File: src/rtl/sdram_arbit.sv
// rtl/sdram_arbit.sv - SDRAM command-bus arbiter: init hold-off, fixed-priority grant, pin mux
module sdram_arbit #(
    parameter logic [11:0] IDLE_ADDR = 12'hFFF,
    parameter logic [1:0]  IDLE_BA   = 2'b11
) (
    input  logic        sys_clk,
    input  logic        sys_rst_n,
    input  logic        init_end,
    input  logic [3:0]  init_cmd,
    input  logic [11:0] init_addr,
    input  logic        refr_req,
    input  logic        refr_end,
    input  logic [3:0]  refr_cmd,
    input  logic [11:0] refr_addr,
    output logic        refr_en,
    input  logic        wr_req,
    input  logic        wr_end,
    input  logic [3:0]  wr_cmd,
    input  logic [1:0]  wr_ba,
    input  logic [11:0] wr_addr,
    input  logic        wr_sdram_en,
    input  logic [15:0] wr_data,
    output logic        wr_en,
    input  logic        rd_req,
    input  logic        rd_end,
    input  logic [3:0]  rd_cmd,
    input  logic [1:0]  rd_ba,
    input  logic [11:0] rd_addr,
    output logic        rd_en,
    output logic        sdram_cke,
    output logic        sdram_cs_n,
    output logic        sdram_ras_n,
    output logic        sdram_cas_n,
    output logic        sdram_we_n,
    output logic [1:0]  sdram_ba,
    output logic [11:0] sdram_addr,
    output logic [15:0] sdram_dq_out,
    output logic        sdram_dq_oe
);

    localparam logic [3:0] CMD_NOP = 4'b0111;

    typedef enum logic [2:0] {
        S_IDLE,
        S_ARBIT,
        S_AREF,
        S_WRITE,
        S_READ
    } state_t;

    state_t      r_state;
    logic [3:0]  w_cmd;
    logic [1:0]  w_ba;
    logic [11:0] w_addr;

    // Owners are never preempted; only their own end pulse returns the bus to ARBIT.
    always_ff @(posedge sys_clk or negedge sys_rst_n) begin
        if (!sys_rst_n) begin
            r_state <= S_IDLE;
        end else begin
            case (r_state)
                S_IDLE:  if (init_end) r_state <= S_ARBIT;
                S_ARBIT: begin
                    if (refr_req)    r_state <= S_AREF;
                    else if (wr_req) r_state <= S_WRITE;
                    else if (rd_req) r_state <= S_READ;
                end
                S_AREF:  if (refr_end) r_state <= S_ARBIT;
                S_WRITE: if (wr_end)   r_state <= S_ARBIT;
                S_READ:  if (rd_end)   r_state <= S_ARBIT;
                default: r_state <= S_IDLE;
            endcase
        end
    end

    always_comb begin
        w_cmd  = CMD_NOP;
        w_ba   = IDLE_BA;
        w_addr = IDLE_ADDR;
        case (r_state)
            S_IDLE: begin
                w_cmd  = init_cmd;
                w_addr = init_addr;
            end
            S_AREF: begin
                w_cmd  = refr_cmd;
                w_addr = refr_addr;
            end
            S_WRITE: begin
                w_cmd  = wr_cmd;
                w_ba   = wr_ba;
                w_addr = wr_addr;
            end
            S_READ: begin
                w_cmd  = rd_cmd;
                w_ba   = rd_ba;
                w_addr = rd_addr;
            end
            default: ;
        endcase
    end

    assign refr_en = (r_state == S_AREF);
    assign wr_en   = (r_state == S_WRITE);
    assign rd_en   = (r_state == S_READ);

    assign sdram_cke = 1'b1;
    assign {sdram_cs_n, sdram_ras_n, sdram_cas_n, sdram_we_n} = w_cmd;
    assign sdram_ba   = w_ba;
    assign sdram_addr = w_addr;

    assign sdram_dq_oe  = (r_state == S_WRITE) && wr_sdram_en;
    assign sdram_dq_out = sdram_dq_oe ? wr_data : 16'h0000;

endmodule

File: config.mk
export PLATFORM = sky130hd
export DESIGN_NAME = sdram_arbit
export DESIGN_NICKNAME = d
export VERILOG_FILES = /design/src/rtl/sdram_arbit.sv
export SDC_FILE = /design/constraint.sdc
export NUM_CORES = 1
export LEC_CHECK = 0
export CORE_AREA = 2 2 65 67
export CTS_BUF_LIST = sky130_fd_sc_hd__clkbuf_16
export DETAILED_ROUTE_END_ITERATION = 8
export DIE_AREA = 0 0 67 69
export HOLD_SLACK_MARGIN = 0.05
export PLACE_DENSITY = 0.84
export SLEW_MARGIN = 10
export SYNTH_ARGS = -nofsm -noshare
export SYNTH_HDL_FRONTEND = slang
export SYNTH_SLANG_ARGS = --single-unit
File: constraint.sdc
create_clock -name sys_clk -period 1.5 [get_ports sys_clk]
set_input_delay 0.15 -clock sys_clk [delete_from_list [all_inputs] [get_ports sys_clk]]
set_output_delay 0.15 -clock sys_clk [all_outputs]
set_load 0.05 [all_outputs]
==> results of run 1 <==
-- layout make-up --
| type | count | area, um2 | share of cell area |
|---|---|---|---|
| timing repair buffer | 150 | 1770 | 0.609 |
| multi-input combinational | 88 | 875 | 0.301 |
| sequential | 3 | 76.3 | 0.0263 |
| clock buffer | 3 | 75.1 | 0.0259 |
| tap | 50 | 62.6 | 0.0216 |
| inverter | 5 | 26.3 | 0.00905 |
| timing repair inverter | 2 | 17.5 | 0.00603 |
| clock inverter | 1 | 3.75 | 0.00129 |
-- cell families (layout without fill, tap and decap cells) --
logic type | count (synthesis) | after routing | share of synthesized area
flops | 3 | 3 | 0.0876
simple gates | 30 | 30 | 0.216
other cells | 1 | 1 | 0.00438
mux | 32 | 32 | 0.374
buf+inv | 16 | 161 | 0.101
compound gates | 25 | 25 | 0.218
-- critical path, stage by stage, from the launching register on --
cell and delay [ns]:
dfrtp_1 0.38, inv_2 0.05, or3_4 0.46, inv_8 0.11
and3_4 0.20, buf_12 0.13
-- power groups by stage --
stage | sequential [mW] | combinational (mW) | clock, mW
final | 0.141 | 4.73 | 0.414
after global routing | 0.147 | 4.93 | 0.429
after CTS | 0.135 | 4.46 | 0.419
after detailed placement | 0.135 | 3.92 | 0
after global placement | 0.132 | 3.87 | 0
after floorplan | 0.136 | 2.41 | 0
-- cells in the final DEF (no fill, tap or decap), types with 2 or more instances in the layout --
cell type / synthesis / routed
o21ai_0: 2 / 2
a22oi_2: 0 / 12
buf_4: 1 / 10
inv_8: 0 / 2
nand3_1: 3 / 2
nor2_4: 0 / 2
clkdlybuf4s50_1: 0 / 93
nor2_1: 4 / 2
inv_1: 3 / 2
o22a_2: 2 / 2
a22oi_1: 15 / 3
buf_8: 1 / 2
nand2_1: 2 / 2
dfrtp_1: 3 / 2
mux2i_1: 32 / 28
and3_4: 0 / 16
inv_2: 1 / 3
buf_12: 0 / 24
clkbuf_16: 0 / 4
buf_6: 0 / 20
a21oi_1: 2 / 2
mux2i_2: 0 / 4
-- metrics by stage --
stage               power (mW)  TNS [ns]  setup slack (ns)
floorplan                 2.54     -4.20            -0.289
global placement          4.01         0            0.0390
detailed placement        4.05   -0.0820           -0.0204
CTS                       5.02     -4.49            -0.194
global route              5.51     -6.40            -0.261
finish                    5.29     -4.45            -0.210
-- worst paths after layout --
path | startpoint | end | slack (ns) | depth (start not counted)
min in group sys_clk | rd_end | r_state[0] | 0.57 | 3
min | sys_rst_n | r_state[1] | 0.11 | 1
max reg2reg | r_state[0] | r_state[1] | 0.27 | 4
max | r_state[0] | sdram_dq_out[7] | -0.21 | 5
min reg2reg | r_state[1] | r_state[2] | 0.60 | 2
max in group asynchronous | sys_rst_n | r_state[2] | 1.23 | 1
-- metal layers --
layer  share of wire  wire (um)
met1            0.34       1650
met2            0.55       2710
met3           0.096        470
met4           0.013         62
met5               0          0
-- repair_timing --
item | 4_1_cts | 5_1_grt
gates resized for setup | 43 | 22
endpoints found under the hold margin | 0 | 0
pin swaps | 11 | 17
cloned | 2 | 2
setup buffers | 5 | 3
setup endpoints to repair | 37 | 37
==> impl_metrics.csv, run 1 <==
group,metric,value,unit
run_status,status,"finished with violations",
run_status,violations,"negative setup slack",
sta,finalCriticalPeriod,1.71,ns
die,pin_count,133,
finish,layout.cells.non_filler,302,
global_route,grt_pass1_wl,7180,um
global_route,antenna_found_initial,0,
logic_synthesis,synthFlopType,"dfrtp_1",
power,internal_power,2.61,mW
finish,design_area,0.00290,mm2
sta,timing.final.crit_share,1.14,
finish,antenna_cells,0,
global_route,met3_usage,0.0571,
sta,holdWs,0.113,ns
power,p_seq_frac,0.027,
global_route,grt.total_usage,0.201,
routing,drt-wirelength-per-cell,16.2,um
finish,reg.largest.list,"r_state (3)",
clock_network,cts.sinks,3,
clock_network,cts_made_buffers,3,
logic_synthesis,yosys.area.top_type,"mux2i_1",
global_route,top_usage_layer,"met2",
sta,skew,0.000441,ns
power,p_leak,1.17,nW
routing,drt-total-wl,4890,um
worst_setup_path,critPathRequiredTime,1.35,ns
routing,dr.pass1.iters,4,
power,power_frac_comb,0.895,
die,die_area,0.00462,mm2
routing,viasPerCell,4.78,
power,switching_share,0.506,
finish,fin_util,0.742,
sta,rsz0062_at_grt,"yes",
sta,fmax,585,MHz
clock_network,cts_tree,"yes",
clock_network,path_clk_slew,0.03,ns
logic_synthesis,synth_async_sr_flop_share,1.00,
die,initial_utilization,0.219,
global_route,grt_pass1_vias,1513,
worst_setup_path,cp_max_fo,9,
logic_synthesis,synthCells,107,
clock_network,hold_buffers,0,
finish,area_growth,239,%
power,power.density,1820,mW/mm2
finish,largest_register_ff_count,3,
sta,slew_violations,0,
clock_network,clock_latency,0.22,ns
run,drv_cap,0,
logic_synthesis,synth.top_cell.area_share,0.374,
logic_synthesis,synth-seq-cells,3,
placed_design,gp_congestion,0.714,
logic_synthesis,yosys.cell_types.count,28,
power,p_clk_frac,0.078,
die,core_area,0.00391,mm2
die,placementRows,23,
die,fp.dieW,67,um
routing,vias,1445,
logic_synthesis,syn_area,857,um2
global_route,grt_max_degree,23,
logic_synthesis,synth_seq_area_share,0.0876,
die,chipHeight,69,um
clock_network,root_buffer,"clkbuf_16",
sta,setup_viol_count_final,35,
routing,drt-initial-drc-count,35,
logic_synthesis,synth.most_common_cell,"mux2i_1",
placed_design,portBuffers,131,
worst_setup_path,startpoint_type,"flip-flop",
clock_network,h-tree-depth,1,
hold_path,hold_class,"in2async",
worst_setup_path,critPathKind,"reg2out",
finish,regMostFlops,"r_state",
clock_network,clk_path_buf_depth,2,
logic_synthesis,synth_common_cells,"32 x mux2i_1, 15 x a22oi_1, 8 x and3_1, 8 x and3_2, 7 x buf_2",
sta,hold_viol,0,
placed_design,placedCellCount,288,
power,vdd_drop_max,0.971,mV
logic_synthesis,synth.area.top_cells,"mux2i_1 37%, a22oi_1 13%, dfrtp_1 8.8%",
finish,fillers,285,
routing,drcViolationCount,0,
global_route,globalRouteOverflowTotal,0,
finish,drive_above_1_share,0.429,
worst_setup_path,end_kind,"primary output",
global_route,met1_usage,0.196,
logic_synthesis,synth_warnings,0,
placed_design,placed_area,0.00250,mm2
finish,nNetsFinal,347,
placed_design,dp_hpwl,3520,um
routing,postRouteAntennaNets,0,
sta,worst_slack,-0.210,ns
logic_synthesis,synthesis.nets,201,
logic_synthesis,synth_edf_count,0,
worst_setup_path,worstPathArrival,1.56,ns
logic_synthesis,avgSynthCellArea,8.01,um2
global_route,use_met2,0.386,
power,switchingPower,2.67,mW
Power figures use the tool's default switching activity.
==> run 2, diff against run 1 <==
--- a/config.mk
+++ b/config.mk
@@ -5,12 +5,13 @@
 export SDC_FILE = /design/constraint.sdc
 export NUM_CORES = 1
 export LEC_CHECK = 0
-export CORE_AREA = 2 2 65 67
+export ABC_CLOCK_PERIOD_IN_PS = 1500
+export CORE_AREA = 2 2 82 53
 export CTS_BUF_LIST = sky130_fd_sc_hd__clkbuf_16
 export DETAILED_ROUTE_END_ITERATION = 8
-export DIE_AREA = 0 0 67 69
+export DIE_AREA = 0 0 84 55
 export HOLD_SLACK_MARGIN = 0.05
-export PLACE_DENSITY = 0.84
+export PLACE_DENSITY = 0.85
 export SLEW_MARGIN = 10
 export SYNTH_ARGS = -nofsm -noshare
 export SYNTH_HDL_FRONTEND = slang
==> impl_metrics.csv, run 2 (synthesis gave the netlist of run 1 again) <==
group,metric,value,unit
clock_network,cts_tree,"yes",
sta,rsz0062_at_grt,"yes",
worst_setup_path,slowest_delay,0.44,ns
worst_setup_path,critPathKind,"reg2out",
clock_network,cts_made_buffers,3,
placed_design,gp_congestion,0.739,
finish,largest_register_ff_count,3,
routing,drcViolationCount,0,
sta,skew,0.000730,ns
finish,drive_above_1_share,0.348,
global_route,grt_pass1_wl,6000,um
hold_path,hold_class,"in2async",
power,switchingPower,2.42,mW
worst_setup_path,startpoint_type,"flip-flop",
worst_setup_path,critPathRequiredTime,1.35,ns
finish,antenna_cells,0,
sta,timing.final.crit_share,1.19,
clock_network,hold_buffers,0,
sta,fmax,560,MHz
finish,regMostFlops,"r_state",
power,internal_power,2.16,mW
finish,final_common_cell,"clkdlybuf4s50_1",
routing,drt-initial-drc-count,29,
worst_setup_path,end_kind,"primary output",
worst_setup_path,cpLargestDelayFamily,"simple AND/OR/NAND/NOR gates",
clock_network,path_clk_slew,0.03,ns
sta,hold_viol,0,
worst_setup_path,crit_buf_inv,3,
sta,holdWs,0.112,ns
finish,design_area,0.00270,mm2
die,die_area,0.00462,mm2
power,power.density,1700,mW/mm2
die,pin_count,133,
global_route,globalRouteOverflowTotal,0,
worst_setup_path,reg2reg_to,"r_state[0]",
global_route,grt_pass1_vias,1282,
die,fp.dieW,84,um
die,chipHeight,55,um
placed_design,placedCellCount,288,
sta,finalCriticalPeriod,1.78,ns
die,core_area,0.00390,mm2
power,switching_share,0.528,
routing,viasPerCell,4.74,
run_status,status,"finished with violations",
power,p_leak,1.12,nW
placed_design,placed_area,0.00246,mm2
clock_network,h-tree-depth,1,
finish,nNetsFinal,342,
sta,maxSlewHeadroom,0.587,
placed_design,place_ws,-0.308,ns
clock_network,root_buffer,"clkbuf_16",
worst_setup_path,worstPathArrival,1.63,ns
sta,worst-slew-pin-transition,0.619,ns
die,placementRows,18,
clock_network,cts.sinks,3,
run_status,violations,"negative setup slack",
power,p_clk_frac,0.092,
clock_network,clk_path_buf_depth,2,
run,drv_cap,0,
worst_setup_path,critPathSlowestCell,"or3_4",
sta,worst_slack,-0.285,ns
routing,dr.pass1.iters,4,
routing,drt-total-wl,4400,um
routing,postRouteAntennaNets,0,
worst_setup_path,r2r_slack,0.09,ns
finish,reg.largest.list,"r_state (3)",
routing,vias,1408,
global_route,grt_max_degree,24,
power,power_frac_comb,0.879,
global_route,antenna_found_initial,0,
worst_setup_path,reg2reg_depth,7,
clock_network,clock_latency,0.22,ns
power,vdd_drop_max,1.16,mV
sta,setup_viol_count_final,37,
worst_setup_path,crit_chain,"buf_6, or3_4, inv_6, and3_4, buf_12",
placed_design,portBuffers,131,
power,p_seq_frac,0.029,
sta,slew_violations,0,
routing,drt-wirelength-per-cell,14.8,um
finish,final_cell_mix,"93 x clkdlybuf4s50_1, 32 x mux2i_1, 22 x buf_4",
placed_design,dp_hpwl,3510,um
worst_setup_path,cp_max_fo,9,
worst_setup_path,regToRegStartpoint,"r_state[2]",
global_route,grt.total_usage,0.167,
finish,layout.cells.non_filler,297,
die,initial_utilization,0.220,
finish,area_growth,215,%
finish,fillers,310,
-- run 2: cell count changes in the layout (fill, tap and decap cells not counted), sizes merged --
cell	delta
buf	-5
clkbuf	+1
inv	-1
-- run 2: stage by stage --
| step | setup TNS (ns) | util | total power, mW |
|---|---|---|---|
| detailed placement | -5.31 | 0.631 | 3.95 |
| floorplan | -4.20 | - | 2.54 |
| global placement | -4.51 | 0.631 | 3.91 |
| finish | -8.48 | 0.693 | 4.58 |
| CTS | -8.50 | 0.673 | 4.55 |
| global route | -10.67 | 0.693 | 4.79 |
-- run 2: power by group through the flow --
stage | clock network [mW] | registers, mW | logic, mW
detailed placement | 0 | 0.133 | 3.82
global route | 0.432 | 0.138 | 4.22
CTS | 0.426 | 0.133 | 3.99
floorplan | 0 | 0.136 | 2.41
global placement | 0 | 0.132 | 3.78
finish | 0.423 | 0.132 | 4.03
-- run 2: repair_timing --
action / in CTS / in global routing
endpoints found under the hold margin: 0 / 0
endpoints found under the setup margin: 37 / 38
resized for setup: 20 / 4
cloned: 1 / 2
pin swaps: 3 / 5
setup buffers: 1 / 1
-- run 2: worst max path at each step --
stage	from	end	slack (ns)	cells past startpoint
finish	r_state[2]	sdram_dq_out[8]	-0.28	5
global route	r_state[2]	sdram_dq_out[6]	-0.33	5
CTS	r_state[2]	sdram_dq_out[11]	-0.28	5
detailed placement	r_state[1]	sdram_addr[0]	-0.31	4
global placement	r_state[1]	sdram_addr[2]	-0.24	4
floorplan	r_state[1]	sdram_addr[2]	-0.29	4
-- run 2: final cells by class --
cell class | instances | area, um2 | area share
Clock inverter | 1 | 3.75 | 0.00139
Timing Repair Buffer | 146 | 1670 | 0.618
Inverter | 5 | 26.3 | 0.00973
Tap cell | 50 | 62.6 | 0.0232
Timing Repair inverter | 1 | 8.76 | 0.00324
Sequential cell | 3 | 75.1 | 0.0278
Clock buffer | 3 | 75.1 | 0.0278
Multi-Input combinational cell | 88 | 781 | 0.289
-- run 2: worst reg2reg max path, cell delays in order, from the launching register on --
cell and delay (ns):
dfrtp_1 0.39, buf_6 0.13, buf_4 0.15, clkbuf_16 0.17
buf_6 0.13, nor2_1 0.13, nand2_1 0.07, o221ai_1 0.17
-- run 2: metal layers --
metal	routed length (um)	GRT usage	part of all wire
met3	231	0.0178	0.052
met4	27	0.0403	0.0061
met2	2190	0.316	0.50
met1	1950	0.211	0.44
met5	0	0	0
